[src/rtl/fetch_unit.sv]
`default_nettype none
// ============================================================================
// Module   : fetch_unit
// Brief    : Instruction fetch stage; one 8-byte line buffer split into two
//            little-endian 32-bit instructions, with redirect/flush support.
// Revision : 1.0
// ============================================================================
module fetch_unit #(
    parameter logic [63:0] RESET_PC = 64'h0
) (
    input  logic        clk,
    input  logic        reset,
    output logic        mem_req_valid,
    output logic [63:0] mem_req_addr,
    input  logic        mem_req_ready,
    input  logic        mem_resp_valid,
    input  logic [63:0] mem_resp_data,
    output logic        instr_valid,
    output logic [31:0] instr,
    output logic [63:0] instr_pc,
    input  logic        instr_ready,
    input  logic        redirect_valid,
    input  logic [63:0] redirect_pc
);

    typedef enum logic [1:0] {
        ST_REQ   = 2'd0,
        ST_WAIT  = 2'd1,
        ST_DRAIN = 2'd2
    } state_t;

    localparam logic [63:0] c_reset_pc = RESET_PC & ~64'h3;

    state_t      state_q, state_d;
    logic [63:0] pc_q, pc_d;
    logic [63:0] buf_q, buf_d;
    logic        drop_q, drop_d;

    logic [63:0] w_pc_inc;
    logic [63:0] w_redirect_target;
    logic        w_in_req;
    logic        w_in_drain;

    assign w_pc_inc          = pc_q + 64'd4;
    assign w_redirect_target = redirect_pc & ~64'h3;

    always_comb begin
        state_d = state_q;
        pc_d    = pc_q;
        buf_d   = buf_q;
        drop_d  = drop_q;

        case (state_q)
            ST_REQ: begin
                if (mem_req_ready) begin
                    state_d = ST_WAIT;
                end
            end
            ST_WAIT: begin
                if (mem_resp_valid) begin
                    if (drop_q) begin
                        drop_d  = 1'b0;
                        state_d = ST_REQ;
                    end else begin
                        buf_d   = mem_resp_data;
                        state_d = ST_DRAIN;
                    end
                end
            end
            ST_DRAIN: begin
                if (instr_ready) begin
                    pc_d = w_pc_inc;
                    if (pc_q[2]) begin
                        state_d = ST_REQ;
                    end
                end
            end
            default: begin
                state_d = ST_REQ;
            end
        endcase

        // A redirect overrides everything; an accepted-but-unreturned request
        // still owes us a response, which the drop flag swallows.
        if (redirect_valid) begin
            pc_d  = w_redirect_target;
            buf_d = buf_q;
            case (state_q)
                ST_REQ: begin
                    state_d = mem_req_ready ? ST_WAIT : ST_REQ;
                    drop_d  = mem_req_ready;
                end
                ST_WAIT: begin
                    state_d = mem_resp_valid ? ST_REQ : ST_WAIT;
                    drop_d  = ~mem_resp_valid;
                end
                default: begin
                    state_d = ST_REQ;
                    drop_d  = 1'b0;
                end
            endcase
        end
    end

    always_ff @(posedge clk) begin
        if (reset) begin
            state_q <= ST_REQ;
            pc_q    <= c_reset_pc;
            buf_q   <= '0;
            drop_q  <= 1'b0;
        end else begin
            state_q <= state_d;
            pc_q    <= pc_d;
            buf_q   <= buf_d;
            drop_q  <= drop_d;
        end
    end

    // Outputs are quiet while reset is held, even once state has settled.
    assign w_in_req   = (state_q == ST_REQ) && !reset;
    assign w_in_drain = (state_q == ST_DRAIN) && !reset;

    assign mem_req_valid = w_in_req;
    assign mem_req_addr  = {pc_q[63:3], 3'b000};
    assign instr_valid   = w_in_drain;
    assign instr         = w_in_drain ? (pc_q[2] ? buf_q[63:32] : buf_q[31:0]) : 32'h0;
    assign instr_pc      = w_in_drain ? pc_q : 64'h0;

endmodule
`default_nettype wire

[config.mk]
export PLATFORM = sky130hd
export DESIGN_NAME = fetch_unit
export DESIGN_NICKNAME = d
export VERILOG_FILES = /design/src/rtl/fetch_unit.sv
export SDC_FILE = /design/constraint.sdc
export NUM_CORES = 1
export LEC_CHECK = 0
export CORE_UTILIZATION = 40
export CTS_CLUSTER_SIZE = 10
export DETAILED_ROUTE_END_ITERATION = 8
export GPL_TIMING_DRIVEN = 0
export MAX_ROUTING_LAYER = met4
export PLACE_DENSITY = 0.79
export SLEW_MARGIN = 20
export SYNTH_ARGS = -nofsm -noshare
export SYNTH_HDL_FRONTEND = slang
export SYNTH_SLANG_ARGS = --single-unit
[constraint.sdc]
create_clock -name clk -period 2 [get_ports clk]
set_input_delay 0.4 -clock clk [delete_from_list [all_inputs] [get_ports clk]]
set_output_delay 0.4 -clock clk [all_outputs]
set_load 0.1 [all_outputs]
==> impl_metrics.ini, run 1 <==
[global_routing]
global_route_congestion_overflow_total = 0
gr-usage-all-layers_pct = 33.7
first_pass_grt_wire_length_um = 49700
grt_antenna_before_repair = 0
grt_start_max_net_pins = 20
via_count_of_the_first_global_routing_pass = 9105

[layout]
utilization_pct = 78.1
insertedDiodeCount = 0
stdcell_area_um2 = 14600
post_route_cells_drive_above_1_share_pct = 43.3
syn2layout_area_growth_pct = 91.8
nets = 1496

[place]
finalWeightedCongestion = 1.03
placement.io_buffers = 287
dpl.hpwl_um = 20500
place_area_um2 = 11300

[floorplanning]
core-area_um2 = 18600
dieHeight_um = 140
fp.dieArea_um2 = 19500
dieWidth_um = 140
rows = 50
design.portCount = 296
floorplan.initialDensity_pct = 40.7

[drt]
dr_vias_cell = 5.67
first_drt_pass_iteration_count = 5
detailroute.via_count = 9119
drcViolationCount = 0
postRouteWirelength_um = 33000
dr.first_iter.drc_count = 734
detail_routed_net_length_per_standard_cell_um = 20.5
drt.antenna.violating_nets = 0

[pwr]
ir_drop_v = 0.000619
portion_of_total_power_attributed_to_the_clock_network_pct = 38.8
power.net_switching_w = 0.00285
seq_power_share_pct = 34.1
combPwrFrac_pct = 27.0
p_leak_nw = 5.57
switching_share_pct = 33.7
powerDensity_nw_per_um2 = 581
p_int_w = 0.00560

[synth]
ys_seq_area_share_pct = 34.0
most_common_library_cells_after_synthesis = 174 x nand2_1, 129 x dfxtp_1, 100 x nor2_1
synth-seq-cells = 129
post_synth_inst_count = 992
postSynthAreaPerCell_um2 = 7.65
synth.cell_area_um2 = 7590
yosys.cell_count.top_type = nand2_1
postSynth.topFlopCell = dfxtp_1
synth.top_cells.by_area = dfxtp_1 34%, nand2_1 8.6%, buf_4 6.8%
yosysTopAreaCell = dfxtp_1
async_reset_ff_share_pct = 0
ys_types = 57
synth_edf_count = 0
synth_warnings = 0
yosysTopAreaCellShare_pct = 34.0

[hold_path]
worstHoldStart = reset
hold_path.class = input port to register

[sta]
timing.final.crit_period_ps = 2220
worst_slew_pin_slew_ps = 686
fin_worst_skew_ps = 13.6
final_report_max_slew_violation_count = 0
finalCritPeriodShare_pct = 111
setup_slack_ps = -215
finalHoldViolCount = 0
timing.final.setup_violations = 105
fmax_mhz = 451
fin_setup_tns_ps = -12330
worst_slew_margin_rel_pct = 54.3
rsz_0062_raised_after_global_routing = yes

[clock_tree]
insertion_delay_of_the_later_clocked_pin_in_the_worst_skew_pair_ps = 430
cts.sinks = 129
numCtsBuffers = 17
cts.hold.buffers_added = 0
clock_transition_time_at_the_flip_flop_clock_pins_of_the_worst_setup_and_hold_paths_ps = 60
tritoncts = done
clock_tree.buffer_depth = 2
cts_max_level = 4
ctsRootBufferMaster = clkbuf_16

[worst_setup_path]
crit_path_category = register to register
cp_slowest_cell = or4_4
setup.worst_path.start_class = register
crit_path_dat_ps = 2580
maximum_fanout_along_the_worst_path = 8
critical_path.reg2reg.startpoint = pc_q[21]
timing.critical_path.to_type = register
cp_data_required_time_ps = 2370
slowest_delay_ps = 640
crit_path_start = pc_q[21]
crit_chain = and4_1 -> buf_6 -> nand4_1 -> buf_4 -> or4_4 -> mux2i_1 -> o2111a_1

[status]
failing_checks = negative setup slack
status = complete, but fails checks

[flow_run]
drv.max_cap_violation_count = 0
[power groups by stage]
stage                     registers, W  logic (W)  clock network [W]
after floorplan                0.00287    0.00139                  0
after global placement         0.00292    0.00196                  0
after detailed placement       0.00293    0.00197                  0
after CTS                      0.00288    0.00220            0.00326
after global routing           0.00290    0.00238            0.00338
final                          0.00289    0.00229            0.00328
[critical path: cells and delay by family, from the launching register on]
family | cells | cell delay (ps)
AND/OR/NAND/NOR | 3 | 1090
flip-flops | 1 | 340
buffers and inverters | 2 | 330
multiplexers | 1 | 210
AO/OA/AOI/OAI | 1 | 180
[cells by family after synthesis]
logic type	count (synthesis)	share of synthesized area, %
simple gates	487	32.1
mux	48	6.35
buf+inv	150	11.6
other cells	1	0.0494
fa+ha+maj	1	0.165
compound gates	142	11.8
xor+xnor	34	3.92
flops	129	34.0
[cell type report]
class	count	area [um2]
Sequential cell	129	2730
Timing Repair Buffer	353	4500
Timing Repair inverter	1	16.3
Multi-Input combinational cell	717	5200
Clock buffer	22	495
Inverter	7	41.3
Buffer	135	1160
Tap cell	234	293
Clock inverter	10	123
Fill cell	1127	4090
[sequential cells by signal (all words and copies together) (netlist names)]
name / flops
buf_q: 64
pc_q: 62
state_q: 2
drop_q: 1
[stage by stage]
step           instances  hold slack, ps  total power (W)  setup slack (ps)
3_5_place_dp        1517             446          0.00490             -1590
4_1_cts             1588             409          0.00833              -205
3_3_place_gp        1517             441          0.00488             -1530
6_report            1608             423          0.00846              -215
2_1_floorplan        996             436          0.00425              -237
5_1_grt             1608             458          0.00865              -278
[layout by cell type, fill, tap and decap left out, types with 6 or more instances in the layout]
master / count
dfxtp_4: 33
nand2_1: 173
buf_8: 6
nor3_1: 10
mux2i_1: 16
buf_6: 15
buf_12: 99
xnor2_1: 24
clkbuf_16: 32
dfxtp_2: 17
o21ai_0: 11
clkbuf_1: 18
clkbuf_8: 6
clkdlybuf4s18_2: 9
clkdlybuf4s15_2: 41
clkdlybuf4s50_1: 130
xor2_1: 10
a211oi_1: 28
mux2i_4: 26
clkbuf_2: 20
and3_1: 19
a21oi_1: 74
dfxtp_1: 79
buf_2: 14
nor4_1: 10
nor4_4: 7
nor2_4: 36
nand4_1: 30
nand3_1: 18
and2_4: 59
nor2_1: 64
nor4_2: 8
buf_4: 114
[per-layer routing]
metal	GRT usage, %	share of wire (%)
met1	36.7	37
met2	58.2	50
met3	8.77	9.0
met4	13.6	3.9
met5	-	0
[worst paths after layout]
kind	to	slack, ps	depth (start not counted)
hold / removal	pc_q[53]	420	4
setup reg to reg	pc_q[62]	-220	7
setup / recovery	pc_q[62]	-220	7
hold reg to reg	buf_q[63]	460	2
[repair_timing]
action / 4_1_cts / 5_1_grt
cloned: 13 / 0
buffers inserted: 33 / 22
setup endpoints to repair: 273 / 212
gates resized for setup: 1257 / 104
pin swaps: 33 / 22
No activity file was read; power rests on OpenSTA's default activity.
==> inputs of run 2 (changes only) <==
--- a/config.mk
+++ b/config.mk
@@ -8,6 +8,7 @@
 export CORE_UTILIZATION = 40
 export CTS_CLUSTER_SIZE = 10
 export DETAILED_ROUTE_END_ITERATION = 8
+export GPL_ROUTABILITY_DRIVEN = 1
 export GPL_TIMING_DRIVEN = 0
 export MAX_ROUTING_LAYER = met4
 export PLACE_DENSITY = 0.79
==> results of run 2 <==
The final DEF is identical to that of run 1; final timing and power are the same.
==> inputs of run 3 (changes only) <==
--- a/config.mk
+++ b/config.mk
@@ -11,7 +11,7 @@
 export GPL_ROUTABILITY_DRIVEN = 1
 export GPL_TIMING_DRIVEN = 0
 export MAX_ROUTING_LAYER = met4
-export PLACE_DENSITY = 0.79
+export PLACE_DENSITY = 0.77
 export SLEW_MARGIN = 20
 export SYNTH_ARGS = -nofsm -noshare
 export SYNTH_HDL_FRONTEND = slang
==> impl_metrics.ini, run 3 (same netlist as run 1, synthesis figures left out) <==
[pwr]
switching_share_pct = 35.5
total_power_w = 0.00795
p_int_w = 0.00513
ir_drop_v = 0.000726
p_leak_nw = 5.52
power.net_switching_w = 0.00282
portion_of_total_power_attributed_to_the_clock_network_pct = 36.0
powerDensity_nw_per_um2 = 561
combPwrFrac_pct = 27.9
seq_power_share_pct = 36.1

[floorplanning]
design.portCount = 296
dieWidth_um = 140
floorplan.initialDensity_pct = 40.7
dieHeight_um = 140
core-area_um2 = 18600
rows = 50
fp.dieArea_um2 = 19500

[layout]
nets = 1501
largest_register_ff_count = 64
layout.cells.most_common = nand2_1
syn2layout_area_growth_pct = 86.8
largest_register = buf_q
largest_registers = buf_q (64), pc_q (62), state_q (2)
commonest_non_fill_non_tap_cells_in_the_layout = 173 x nand2_1, 129 x clkdlybuf4s50_1, 123 x buf_4, 96 x buf_12, 79 x dfxtp_1
post_route_cells_drive_above_1_share_pct = 41.7
final-instance-count-excl-fill = 1614
utilization_pct = 76.0
filler_cell_count = 1229

[worst_setup_path]
worstPathBufferInverterCount = 4
cp_slowest_cell = dfxtp_2
maximum_fanout_along_the_worst_path = 10
setup.worst_path.start_class = register
crit_path_category = register to primary output
crit_chain = buf_6 -> nand3b_1 -> bufinv_8 -> clkbuf_16 -> and2_4 -> buf_12
cp_data_required_time_ps = 1600
timing.critical_path.to_type = primary output
crit_path_dat_ps = 1850
crit_family = buffers and inverters
slowest_delay_ps = 340

[status]
failing_checks = negative setup slack
status = complete, but fails checks

[global_routing]
global_route_congestion_overflow_total = 0
grt_start_max_net_pins = 20
grt_antenna_before_repair = 2
via_count_of_the_first_global_routing_pass = 8593
gr-usage-all-layers_pct = 31.2
first_pass_grt_wire_length_um = 46100

[place]
place_ws_ps = -1510
finalWeightedCongestion = 0.948
dpl.hpwl_um = 20400
placed_cells = 1517
placement.io_buffers = 287

[sta]
fmax_mhz = 444
setup_slack_ps = -255
finalCritPeriodShare_pct = 113
rsz_0062_raised_after_global_routing = yes
fin_worst_skew_ps = 26.5
worst_slew_margin_rel_pct = 56.3
timing.final.setup_violations = 107
worst_slew_pin_slew_ps = 655
finalHoldViolCount = 0
holdWs_ps = 413
timing.final.crit_period_ps = 2250
final_report_max_slew_violation_count = 0

[clock_tree]
tritoncts = done
cts_max_level = 4
numCtsBuffers = 17
clock_tree.buffer_depth = 2
insertion_delay_of_the_later_clocked_pin_in_the_worst_skew_pair_ps = 440
ctsRootBufferMaster = clkbuf_16
clock_transition_time_at_the_flip_flop_clock_pins_of_the_worst_setup_and_hold_paths_ps = 60
cts.hold.buffers_added = 0
cts.sinks = 129

[drt]
drcViolationCount = 0
detailroute.via_count = 9047
first_drt_pass_iteration_count = 6
dr.first_iter.drc_count = 850
dr_vias_cell = 5.61
postRouteWirelength_um = 31900
drt.antenna.violating_nets = 0
detail_routed_net_length_per_standard_cell_um = 19.8

[hold_path]
hold_path.class = input port to register

[flow_run]
drv.max_cap_violation_count = 0
run 3: final timing paths:
path	startpoint	endpoint	slack, ps	depth (start not counted)
setup / recovery	state_q[1]	instr_pc[37]	-250	6
hold / removal	reset	pc_q[53]	410	4
hold reg to reg	buf_q[14]	buf_q[14]	450	2
setup reg to reg	pc_q[13]	pc_q[51]	-180	7
run 3: layer usage:
metal	wire [um]	GRT usage, %
met1	12100	34.3
met3	2730	7.64
met2	16100	53.2
met5	0	-
met4	1000	14.1
run 3: layout make-up:
| cell class | count | area, um2 | share of cell area (%) |
|---|---|---|---|
| clock buffer | 17 | 425 | 3.00 |
| timing repair buffer | 357 | 4460 | 31.5 |
| clock inverter | 14 | 111 | 0.786 |
| sequential | 129 | 2720 | 19.2 |
| timing repair inverter | 1 | 16.3 | 0.115 |
| buffer | 136 | 1130 | 7.97 |
| multi-input combinational | 717 | 4970 | 35.1 |
| antenna | 2 | 5.00 | 0.0353 |
| tap | 234 | 293 | 2.07 |
| inverter | 7 | 42.5 | 0.300 |
run 3: timing repair:
| item | CTS | global route |
|---|---|---|
| setup endpoints to repair | 265 | 205 |
| cloned | 9 | 2 |
| buffers inserted | 32 | 30 |
| resized for setup | 1208 | 104 |
| pin swaps | 33 | 29 |
run 3: worst min-delay path: cells and delay by family:
kind	cells	cell delay (ps)
AOI/OAI and AO/OA	1	90
buffers and inverters	1	120
muxes	1	120
and+or+nand+nor	1	50
run 3: power by group through the flow:
stage,Sequential (W),Clock [W],Combinational (W)
detailed placement,0.00293,0,0.00197
global route,0.00288,0.00299,0.00231
CTS,0.00286,0.00286,0.00212
global placement,0.00292,0,0.00196
floorplan,0.00287,0,0.00139
finish,0.00287,0.00286,0.00222
run 3: stage by stage:
| step | cell area, um2 | setup TNS [ps] |
|---|---|---|
| final | 14200 | -20160 |
| after global routing | 14200 | -25390 |
| after CTS | 13600 | -14850 |
| after detailed placement | 11300 | -187340 |
| after global placement | 11300 | -186540 |
| after floorplan | 8150 | -12240 |
